## src/rtl/mc_control_fsm_if.sv

```systemverilog
// Control bundle between mc_control_fsm (master) and the datapath (slave):
// IR opcode and memory handshake toward the controller, datapath selects/enables back.
interface mc_control_fsm_if #(
  parameter int unsigned OPCODE_W = 6
);
  logic [OPCODE_W-1:0] opcode;
  logic                mem_ready;
  logic                pc_write;
  logic                pc_write_cond;
  logic                pc_write_cond_ne;
  logic                i_or_d;
  logic                mem_read;
  logic                mem_write;
  logic                mem_to_reg;
  logic                ir_write;
  logic                alu_src_a;
  logic                reg_write;
  logic                reg_dst;
  logic [1:0]          alu_src_b;
  logic [1:0]          alu_op;
  logic [1:0]          pc_source;
  logic [3:0]          state;
  logic                fault;
  logic                timeout;

  modport master (
    input  opcode, mem_ready,
    output pc_write, pc_write_cond, pc_write_cond_ne, i_or_d, mem_read, mem_write,
           mem_to_reg, ir_write, alu_src_a, reg_write, reg_dst,
           alu_src_b, alu_op, pc_source, state, fault, timeout
  );

  modport slave (
    output opcode, mem_ready,
    input  pc_write, pc_write_cond, pc_write_cond_ne, i_or_d, mem_read, mem_write,
           mem_to_reg, ir_write, alu_src_a, reg_write, reg_dst,
           alu_src_b, alu_op, pc_source, state, fault, timeout
  );
endinterface

```

## src/rtl/mc_control_fsm.sv

```systemverilog
// Multicycle MIPS-subset control unit with memory wait states, stall timeout and sticky fault.
// Define MC_IMM_OPS_EN to add the ADDI/ORI execute/writeback states.
module mc_control_fsm #(
  parameter int unsigned OPCODE_W = 6,
  parameter int unsigned MAX_WAIT = 15
) (
  input  logic             clk,
  input  logic             reset,
  mc_control_fsm_if.master bus
);

  localparam int unsigned CNT_W     = (MAX_WAIT < 1) ? 1 : $clog2(MAX_WAIT + 1);
  localparam int unsigned WAIT_LAST = (MAX_WAIT == 0) ? 0 : MAX_WAIT - 1;

  localparam logic [OPCODE_W-1:0] OP_RTYPE = OPCODE_W'(6'h00);
  localparam logic [OPCODE_W-1:0] OP_J     = OPCODE_W'(6'h02);
  localparam logic [OPCODE_W-1:0] OP_BEQ   = OPCODE_W'(6'h04);
  localparam logic [OPCODE_W-1:0] OP_BNE   = OPCODE_W'(6'h05);
  localparam logic [OPCODE_W-1:0] OP_LW    = OPCODE_W'(6'h23);
  localparam logic [OPCODE_W-1:0] OP_SW    = OPCODE_W'(6'h2B);
`ifdef MC_IMM_OPS_EN
  localparam logic [OPCODE_W-1:0] OP_ADDI  = OPCODE_W'(6'h08);
  localparam logic [OPCODE_W-1:0] OP_ORI   = OPCODE_W'(6'h0D);
`endif

  typedef enum logic [3:0] {
    S_FETCH    = 4'd0,
    S_DECODE   = 4'd1,
    S_MEM_ADDR = 4'd2,
    S_MEM_RD   = 4'd3,
    S_MEM_WB   = 4'd4,
    S_MEM_WR   = 4'd5,
    S_R_EXEC   = 4'd6,
    S_R_WB     = 4'd7,
    S_BRANCH   = 4'd8,
    S_JUMP     = 4'd9,
`ifdef MC_IMM_OPS_EN
    S_IMM_EXEC = 4'd10,
    S_IMM_WB   = 4'd11,
`endif
    S_FAULT    = 4'd15
  } state_e;

  state_e             state_q, state_d;
  logic [CNT_W-1:0]   wait_q, wait_d;
  logic               timeout_q, timeout_d;
  logic               mem_wait_c;
  logic               expire_c;

  // States that stall on the memory handshake and feed the timeout counter.
  assign mem_wait_c = (state_q == S_FETCH) || (state_q == S_MEM_RD) || (state_q == S_MEM_WR);
  assign expire_c   = (MAX_WAIT != 0) && mem_wait_c && !bus.mem_ready &&
                      (wait_q == CNT_W'(WAIT_LAST));

  always_ff @(posedge clk or negedge reset) begin
    if (!reset) begin
      state_q   <= S_FETCH;
      wait_q    <= '0;
      timeout_q <= 1'b0;
    end else begin
      state_q   <= state_d;
      wait_q    <= wait_d;
      timeout_q <= timeout_d;
    end
  end

  always_comb begin
    state_d              = state_q;
    timeout_d            = timeout_q;
    wait_d               = '0;
    bus.pc_write         = 1'b0;
    bus.pc_write_cond    = 1'b0;
    bus.pc_write_cond_ne = 1'b0;
    bus.i_or_d           = 1'b0;
    bus.mem_read         = 1'b0;
    bus.mem_write        = 1'b0;
    bus.mem_to_reg       = 1'b0;
    bus.ir_write         = 1'b0;
    bus.alu_src_a        = 1'b0;
    bus.reg_write        = 1'b0;
    bus.reg_dst          = 1'b0;
    bus.alu_src_b        = 2'b00;
    bus.alu_op           = 2'b00;
    bus.pc_source        = 2'b00;

    case (state_q)
      S_FETCH: begin
        bus.mem_read  = 1'b1;
        bus.alu_src_b = 2'b01;
        bus.ir_write  = bus.mem_ready;
        bus.pc_write  = bus.mem_ready;
        if (bus.mem_ready) state_d = S_DECODE;
      end
      S_DECODE: begin
        bus.alu_src_b = 2'b11;
        if (bus.opcode == OP_RTYPE) begin
          state_d = S_R_EXEC;
        end else if ((bus.opcode == OP_LW) || (bus.opcode == OP_SW)) begin
          state_d = S_MEM_ADDR;
        end else if ((bus.opcode == OP_BEQ) || (bus.opcode == OP_BNE)) begin
          state_d = S_BRANCH;
        end else if (bus.opcode == OP_J) begin
          state_d = S_JUMP;
`ifdef MC_IMM_OPS_EN
        end else if ((bus.opcode == OP_ADDI) || (bus.opcode == OP_ORI)) begin
          state_d = S_IMM_EXEC;
`endif
        end else begin
          state_d = S_FAULT;
        end
      end
      S_MEM_ADDR: begin
        bus.alu_src_a = 1'b1;
        bus.alu_src_b = 2'b10;
        state_d       = (bus.opcode == OP_LW) ? S_MEM_RD : S_MEM_WR;
      end
      S_MEM_RD: begin
        bus.mem_read = 1'b1;
        bus.i_or_d   = 1'b1;
        if (bus.mem_ready) state_d = S_MEM_WB;
      end
      S_MEM_WB: begin
        bus.reg_write  = 1'b1;
        bus.mem_to_reg = 1'b1;
        state_d        = S_FETCH;
      end
      S_MEM_WR: begin
        bus.mem_write = 1'b1;
        bus.i_or_d    = 1'b1;
        if (bus.mem_ready) state_d = S_FETCH;
      end
      S_R_EXEC: begin
        bus.alu_src_a = 1'b1;
        bus.alu_op    = 2'b10;
        state_d       = S_R_WB;
      end
      S_R_WB: begin
        bus.reg_write = 1'b1;
        bus.reg_dst   = 1'b1;
        state_d       = S_FETCH;
      end
      S_BRANCH: begin
        bus.alu_src_a        = 1'b1;
        bus.alu_op           = 2'b01;
        bus.pc_source        = 2'b01;
        bus.pc_write_cond    = (bus.opcode == OP_BEQ);
        bus.pc_write_cond_ne = (bus.opcode == OP_BNE);
        state_d              = S_FETCH;
      end
      S_JUMP: begin
        bus.pc_write  = 1'b1;
        bus.pc_source = 2'b10;
        state_d       = S_FETCH;
      end
`ifdef MC_IMM_OPS_EN
      S_IMM_EXEC: begin
        bus.alu_src_a = 1'b1;
        bus.alu_src_b = 2'b10;
        bus.alu_op    = (bus.opcode == OP_ORI) ? 2'b11 : 2'b00;
        state_d       = S_IMM_WB;
      end
      S_IMM_WB: begin
        bus.reg_write = 1'b1;
        state_d       = S_FETCH;
      end
`endif
      // FAULT is absorbing; unused encodings fall into it as well.
      default: state_d = S_FAULT;
    endcase

    if (expire_c) begin
      state_d   = S_FAULT;
      timeout_d = 1'b1;
    end

    // Count consecutive not-ready cycles within one stalled state only.
    if ((MAX_WAIT != 0) && mem_wait_c && !bus.mem_ready && (state_d == state_q)) begin
      wait_d = wait_q + CNT_W'(1);
    end
  end

  assign bus.state   = state_q;
  assign bus.fault   = (state_q == S_FAULT);
  assign bus.timeout = timeout_q;

endmodule

```

## src/flat_wrapper.sv

```systemverilog
// flat-port wrapper written by rule: the top's interface ports become plain ports
module mc_control_fsm_flat 
#(
  parameter int unsigned OPCODE_W = 6,
  parameter int unsigned MAX_WAIT = 15
)
  (clk, reset, bus_opcode, bus_mem_ready, bus_pc_write, bus_pc_write_cond, bus_pc_write_cond_ne, bus_i_or_d, bus_mem_read, bus_mem_write, bus_mem_to_reg, bus_ir_write, bus_alu_src_a, bus_reg_write, bus_reg_dst, bus_alu_src_b, bus_alu_op, bus_pc_source, bus_state, bus_fault, bus_timeout);
  mc_control_fsm_if #(.OPCODE_W(OPCODE_W)) bus_i ();
  input  logic clk;
  input  logic reset;
  input wire logic [$bits(bus_i.opcode)-1:0] bus_opcode;
  input wire logic [$bits(bus_i.mem_ready)-1:0] bus_mem_ready;
  output wire logic [$bits(bus_i.pc_write)-1:0] bus_pc_write;
  output wire logic [$bits(bus_i.pc_write_cond)-1:0] bus_pc_write_cond;
  output wire logic [$bits(bus_i.pc_write_cond_ne)-1:0] bus_pc_write_cond_ne;
  output wire logic [$bits(bus_i.i_or_d)-1:0] bus_i_or_d;
  output wire logic [$bits(bus_i.mem_read)-1:0] bus_mem_read;
  output wire logic [$bits(bus_i.mem_write)-1:0] bus_mem_write;
  output wire logic [$bits(bus_i.mem_to_reg)-1:0] bus_mem_to_reg;
  output wire logic [$bits(bus_i.ir_write)-1:0] bus_ir_write;
  output wire logic [$bits(bus_i.alu_src_a)-1:0] bus_alu_src_a;
  output wire logic [$bits(bus_i.reg_write)-1:0] bus_reg_write;
  output wire logic [$bits(bus_i.reg_dst)-1:0] bus_reg_dst;
  output wire logic [$bits(bus_i.alu_src_b)-1:0] bus_alu_src_b;
  output wire logic [$bits(bus_i.alu_op)-1:0] bus_alu_op;
  output wire logic [$bits(bus_i.pc_source)-1:0] bus_pc_source;
  output wire logic [$bits(bus_i.state)-1:0] bus_state;
  output wire logic [$bits(bus_i.fault)-1:0] bus_fault;
  output wire logic [$bits(bus_i.timeout)-1:0] bus_timeout;
  assign bus_i.opcode = bus_opcode;
  assign bus_i.mem_ready = bus_mem_ready;
  assign bus_pc_write = bus_i.pc_write;
  assign bus_pc_write_cond = bus_i.pc_write_cond;
  assign bus_pc_write_cond_ne = bus_i.pc_write_cond_ne;
  assign bus_i_or_d = bus_i.i_or_d;
  assign bus_mem_read = bus_i.mem_read;
  assign bus_mem_write = bus_i.mem_write;
  assign bus_mem_to_reg = bus_i.mem_to_reg;
  assign bus_ir_write = bus_i.ir_write;
  assign bus_alu_src_a = bus_i.alu_src_a;
  assign bus_reg_write = bus_i.reg_write;
  assign bus_reg_dst = bus_i.reg_dst;
  assign bus_alu_src_b = bus_i.alu_src_b;
  assign bus_alu_op = bus_i.alu_op;
  assign bus_pc_source = bus_i.pc_source;
  assign bus_state = bus_i.state;
  assign bus_fault = bus_i.fault;
  assign bus_timeout = bus_i.timeout;
  mc_control_fsm #(.OPCODE_W(OPCODE_W), .MAX_WAIT(MAX_WAIT)) u_core (.clk(clk), .reset(reset), .bus(bus_i));
endmodule
```

## config.mk

```make
export PLATFORM = sky130hd
export DESIGN_NAME = mc_control_fsm_flat
export DESIGN_NICKNAME = d
export VERILOG_FILES = /design/src/rtl/mc_control_fsm_if.sv /design/src/rtl/mc_control_fsm.sv /design/src/flat_wrapper.sv
export SDC_FILE = /design/constraint.sdc
export NUM_CORES = 1
export LEC_CHECK = 0
export ABC_AREA = 1
export CORE_MARGIN = 2
export CORE_UTILIZATION = 42
export CTS_CLUSTER_DIAMETER = 30
export DETAILED_ROUTE_END_ITERATION = 10
export PLACE_DENSITY = 0.78
export SYNTH_ARGS = -nofsm -noshare
export SYNTH_HDL_FRONTEND = slang
export SYNTH_SLANG_ARGS = --single-unit
```

## constraint.sdc

```tcl
create_clock -name clk -period 1.6 [get_ports clk]
set_clock_uncertainty 0.05 [all_clocks]
set_input_delay 0.32 -clock clk [delete_from_list [all_inputs] [get_ports clk]]
set_output_delay 0.32 -clock clk [all_outputs]
set_load 0.1 [all_outputs]
```

==> results.yml, run 1 <==
synth:
  yosysWarnings: 0
  syn_avg_cell_area_um2: 7.19
  ys_types: 30
  syn_area_um2: 769
  ys_seq_area_frac: 0.293
  synth-seq-cells: 9
  synthCells: 107
  synth_nets: 118
run_status:
  tool.error: "[ERROR DPL-0038] Utilization greater than 100%, impossible to legalize"
  outcome: "aborted with a tool error"
  haltStage: "detailed placement"
floorplanning:
  initial_core_util: 0.446
  die_width_um: 46.8
  die_h_um: 46.8
  pin_count: 32
  rows: 15
place:
  place.port_buffers: 31
  gp_congestion: 0.788
[synth_stat cells, drive strengths merged]
cell    number  share of area
a211oi       1         0.0098
xor2         1          0.011
inv         15          0.073
nor2        24           0.14
o21a         1         0.0098
a21oi        5          0.037
and3         1         0.0098
or2          1         0.0081
nand3b       1         0.0098
nand4        3          0.024
nand2       17           0.12
xnor2        1          0.011
buf          1          0.015
nor3         5          0.039
ha           2          0.033
o21ai        4          0.026
clkinv       3          0.018
nand3       12           0.11
dfrtp        9           0.29
[per-stage QoR]
stage	std cells	hold WS, ns
floorplan	107	-0.0256
global placement	198	0.413
[cells by family after synthesis]
kind of cell	synth area share
fa+ha+maj	0.0325
flops	0.293
simple gates	0.463
xor+xnor	0.0228
compound gates	0.0829
buf+inv	0.106
==> run 2, diff against run 1 <==
CORE_AREA = 2 2 63 65   (was unset)
CORE_MARGIN = unset   (was 2)
CORE_UTILIZATION = unset   (was 42)
CTS_CLUSTER_DIAMETER = unset   (was 30)
DIE_AREA = 0 0 65 67   (was unset)
PLACE_DENSITY = unset   (was 0.78)
PLACE_DENSITY_LB_ADDON = 0.15   (was unset)
==> run 2 against run 1 <==
The flow now finishes, with violations (negative setup slack). Synthesized cell count stayed put. Area after synthesis stayed put.
==> results.yml, run 2 <==
place:
  gp_congestion: 0.773
  place.port_buffers: 31
  hpwl_um: 2090
  place_inst: 221
global_routing:
  grtUsageTotal: 0.126
  grt_pass1_vias: 971
  antenna_found_initial: 0
  grt_overflow: 0
  grt_pass1_wl_um: 4280
  grt_max_degree: 10
clocking:
  cts_root_buf: "clkbuf_8"
  clockBufferDepth: 2
  htreeDepth: 1
  clock_sinks: 9
  cts-hold-fix-buffers: 0
  cts_tree: "built"
  insertion_delay_ns: 0.22
  clk_pin_slew_ns: 0.04
  cts_buffers: 3
synth:
  synth-seq-cells: 9
  async_flop_share: 1.00
  yosysTopAreaCell: "dfrtp_1"
  ys_seq_area_frac: 0.293
  yosys-top-cells-count: "nor2_1, inv_1, dfrtp_1, nand2_1, nand3_1"
  synth_nets: 118
  ys.flop_type: "dfrtp_1"
  yosysMostFrequentCell: "nor2_1"
  ys_types: 30
  syn_avg_cell_area_um2: 7.19
  synth.top_cells.by_area: "dfrtp_1, nor2_1, inv_1"
  netlist.area_leader.share: 0.293
  syn_area_um2: 769
  synth_edf_count: 0
  yosysWarnings: 0
  synthCells: 107
drt:
  met1Wirelength_um: 1100
  drc: 0
  drtIter0Drc: 13
  wl_met3_um: 72
  wl_met2_um: 1430
  avgRoutedWirePerCell_um: 11.0
  firstDrtPassIters: 3
  top_layer: "met3"
  drt_wl_total_um: 2600
  num_vias: 986
  postRouteAntennaNets: 0
  via_per_inst: 4.16
floorplanning:
  rows: 22
  pin_count: 32
  die_area_um2: 4360
  initial_core_util: 0.213
  die_width_um: 65
  core-area_um2: 3610
  die_h_um: 67
worst_setup_path:
  cp-end-kind: "output port"
  cpLargestDelayFamily: "flip-flops"
  rr_worst_depth: 13
  r2r_setup_slack_ns: -0.13
  cpPeakStageDelay_ns: 0.50
  cp_slowest_cell: "dfrtp_4"
  cp-start-kind: "register"
  r2r-start: "u_core.bus.state[1]$_DFF_PN0_"
  path_cells: "nor2_4, inv_2, nor3_4, inv_2, nor3_4, buf_12"
  critPathBufInv: 3
  worst_ep_required_time_ns: 1.23
  worstPathArrival_ns: 1.52
  crit_cells: 6
  endpoint: "bus_pc_write_cond_ne"
  startpoint: "u_core.bus.state[1]$_DFF_PN0_"
  reg2reg_to: "u_core.wait_q[2]$_DFF_PN0_"
  crit_fanout: 3
  criticalPathCategory: "reg2out"
run_status:
  outcome: "finished with violations"
  violations: "negative setup slack"
timing:
  whs_ns: 0.327
  final_max_slew_viol_count: 0
  rsz0062_at_grt: "yes"
  worst_pin_slew_ns: 0.369
  setup_viol: 24
  fin_crit_ns: 1.89
  fin_crit_sh: 1.18
  max_freq_ghz: 0.529
  maxSlewHeadroom: 0.753
  hold_viol_final: 0
  tns_ns: -4.01
  setup_slack_ns: -0.290
layout:
  antenna_cells: 0
  layout_commonest_cell: "buf_4"
  fillers: 309
  fin_cells: 237
  postLayoutCoreUtil: 0.585
  final_net_count: 201
  multi_input_area_um2: 716
  syn_to_final_growth_pct: 174
  final_cell_mix: "buf_4, buf_12, nor2_4"
  ff_latch_area_um2: 240
  layout-drive-gt1-share: 0.709
worst_hold_path:
  hold_path_class: "in2async"
flow_run:
  drv_cap: 0
## run 2: cell counts after synthesis
No cell type changed its count.
## run 2: per-layer routing
metal / GRT usage / up-vias
li1: - / 507
met1: 0.150 / 462
met2: 0.238 / 17
met3: 0.0169 / 0
met4: 0.0239 / 0
met5: 0 / -
## run 2: how the worst min path moves through the flow
stage / start / endpoint
6_report: reset / u_core.bus.timeout$_DFFE_PN0P_
5_1_grt: reset / u_core.bus.timeout$_DFFE_PN0P_
4_1_cts: reset / u_core.bus.timeout$_DFFE_PN0P_
3_5_place_dp: u_core.wait_q[0]$_DFF_PN0_ / u_core.wait_q[0]$_DFF_PN0_
3_3_place_gp: u_core.wait_q[0]$_DFF_PN0_ / u_core.wait_q[0]$_DFF_PN0_
2_1_floorplan: reset / u_core.bus.timeout$_DFFE_PN0P_
## run 2: stage by stage
| step | area [µm²] | setup WS (ns) |
|---|---|---|
| 5_1_grt | 2110 | -0.359 |
| 2_1_floorplan | 925 | -1.60 |
| 4_1_cts | 2000 | -0.269 |
| 6_report | 2110 | -0.290 |
| 3_3_place_gp | 1780 | -0.279 |
| 3_5_place_dp | 1780 | -0.319 |
## run 2: cell families (layout without fill, tap and decap cells)
family                     Yosys count  after routing  share of synthesized area
and+or+nand+nor                     64             64                      0.463
buffers and inverters               19            101                      0.106
xor gates and xnor gates             2              2                     0.0228
DFF                                  9              9                      0.293
adders and majority gates            2              2                     0.0325
AOI/OAI and AO/OA                   11             11                     0.0829
## run 2: repair_timing
action	4_1_cts	5_1_grt
gates resized for setup	30	20
cloned	0	0
pin swaps	18	11
setup buffers	10	5
endpoints found under the setup margin	23	27
## run 2: cell type report
cell class,instances,share of cell area
Multi-Input combinational cell,79,0.339
Clock buffer,4,0.0214
Tap cell,48,0.0285
Sequential cell,9,0.114
Inverter,18,0.0480
Timing Repair Buffer,79,0.449
Power of run 2 is left out: the tool's default activity adds up to more than one toggle a clock period on the data nets, which glitch-free logic cannot reach.
==> run 3, diff against run 2 <==
MAX_ROUTING_LAYER = met4   (was unset)
==> results of run 3 <==
No change in the layout: final DEF, timing and power equal those of run 2.
Among the figures that moved: final weighted congestion in routability-driven placement 0.773 -> 0.783; overall routing resource usage 0.126 -> 0.129; violation count after the first detailed-route iteration 13 -> 19
Power of run 3 is left out for the same reason.
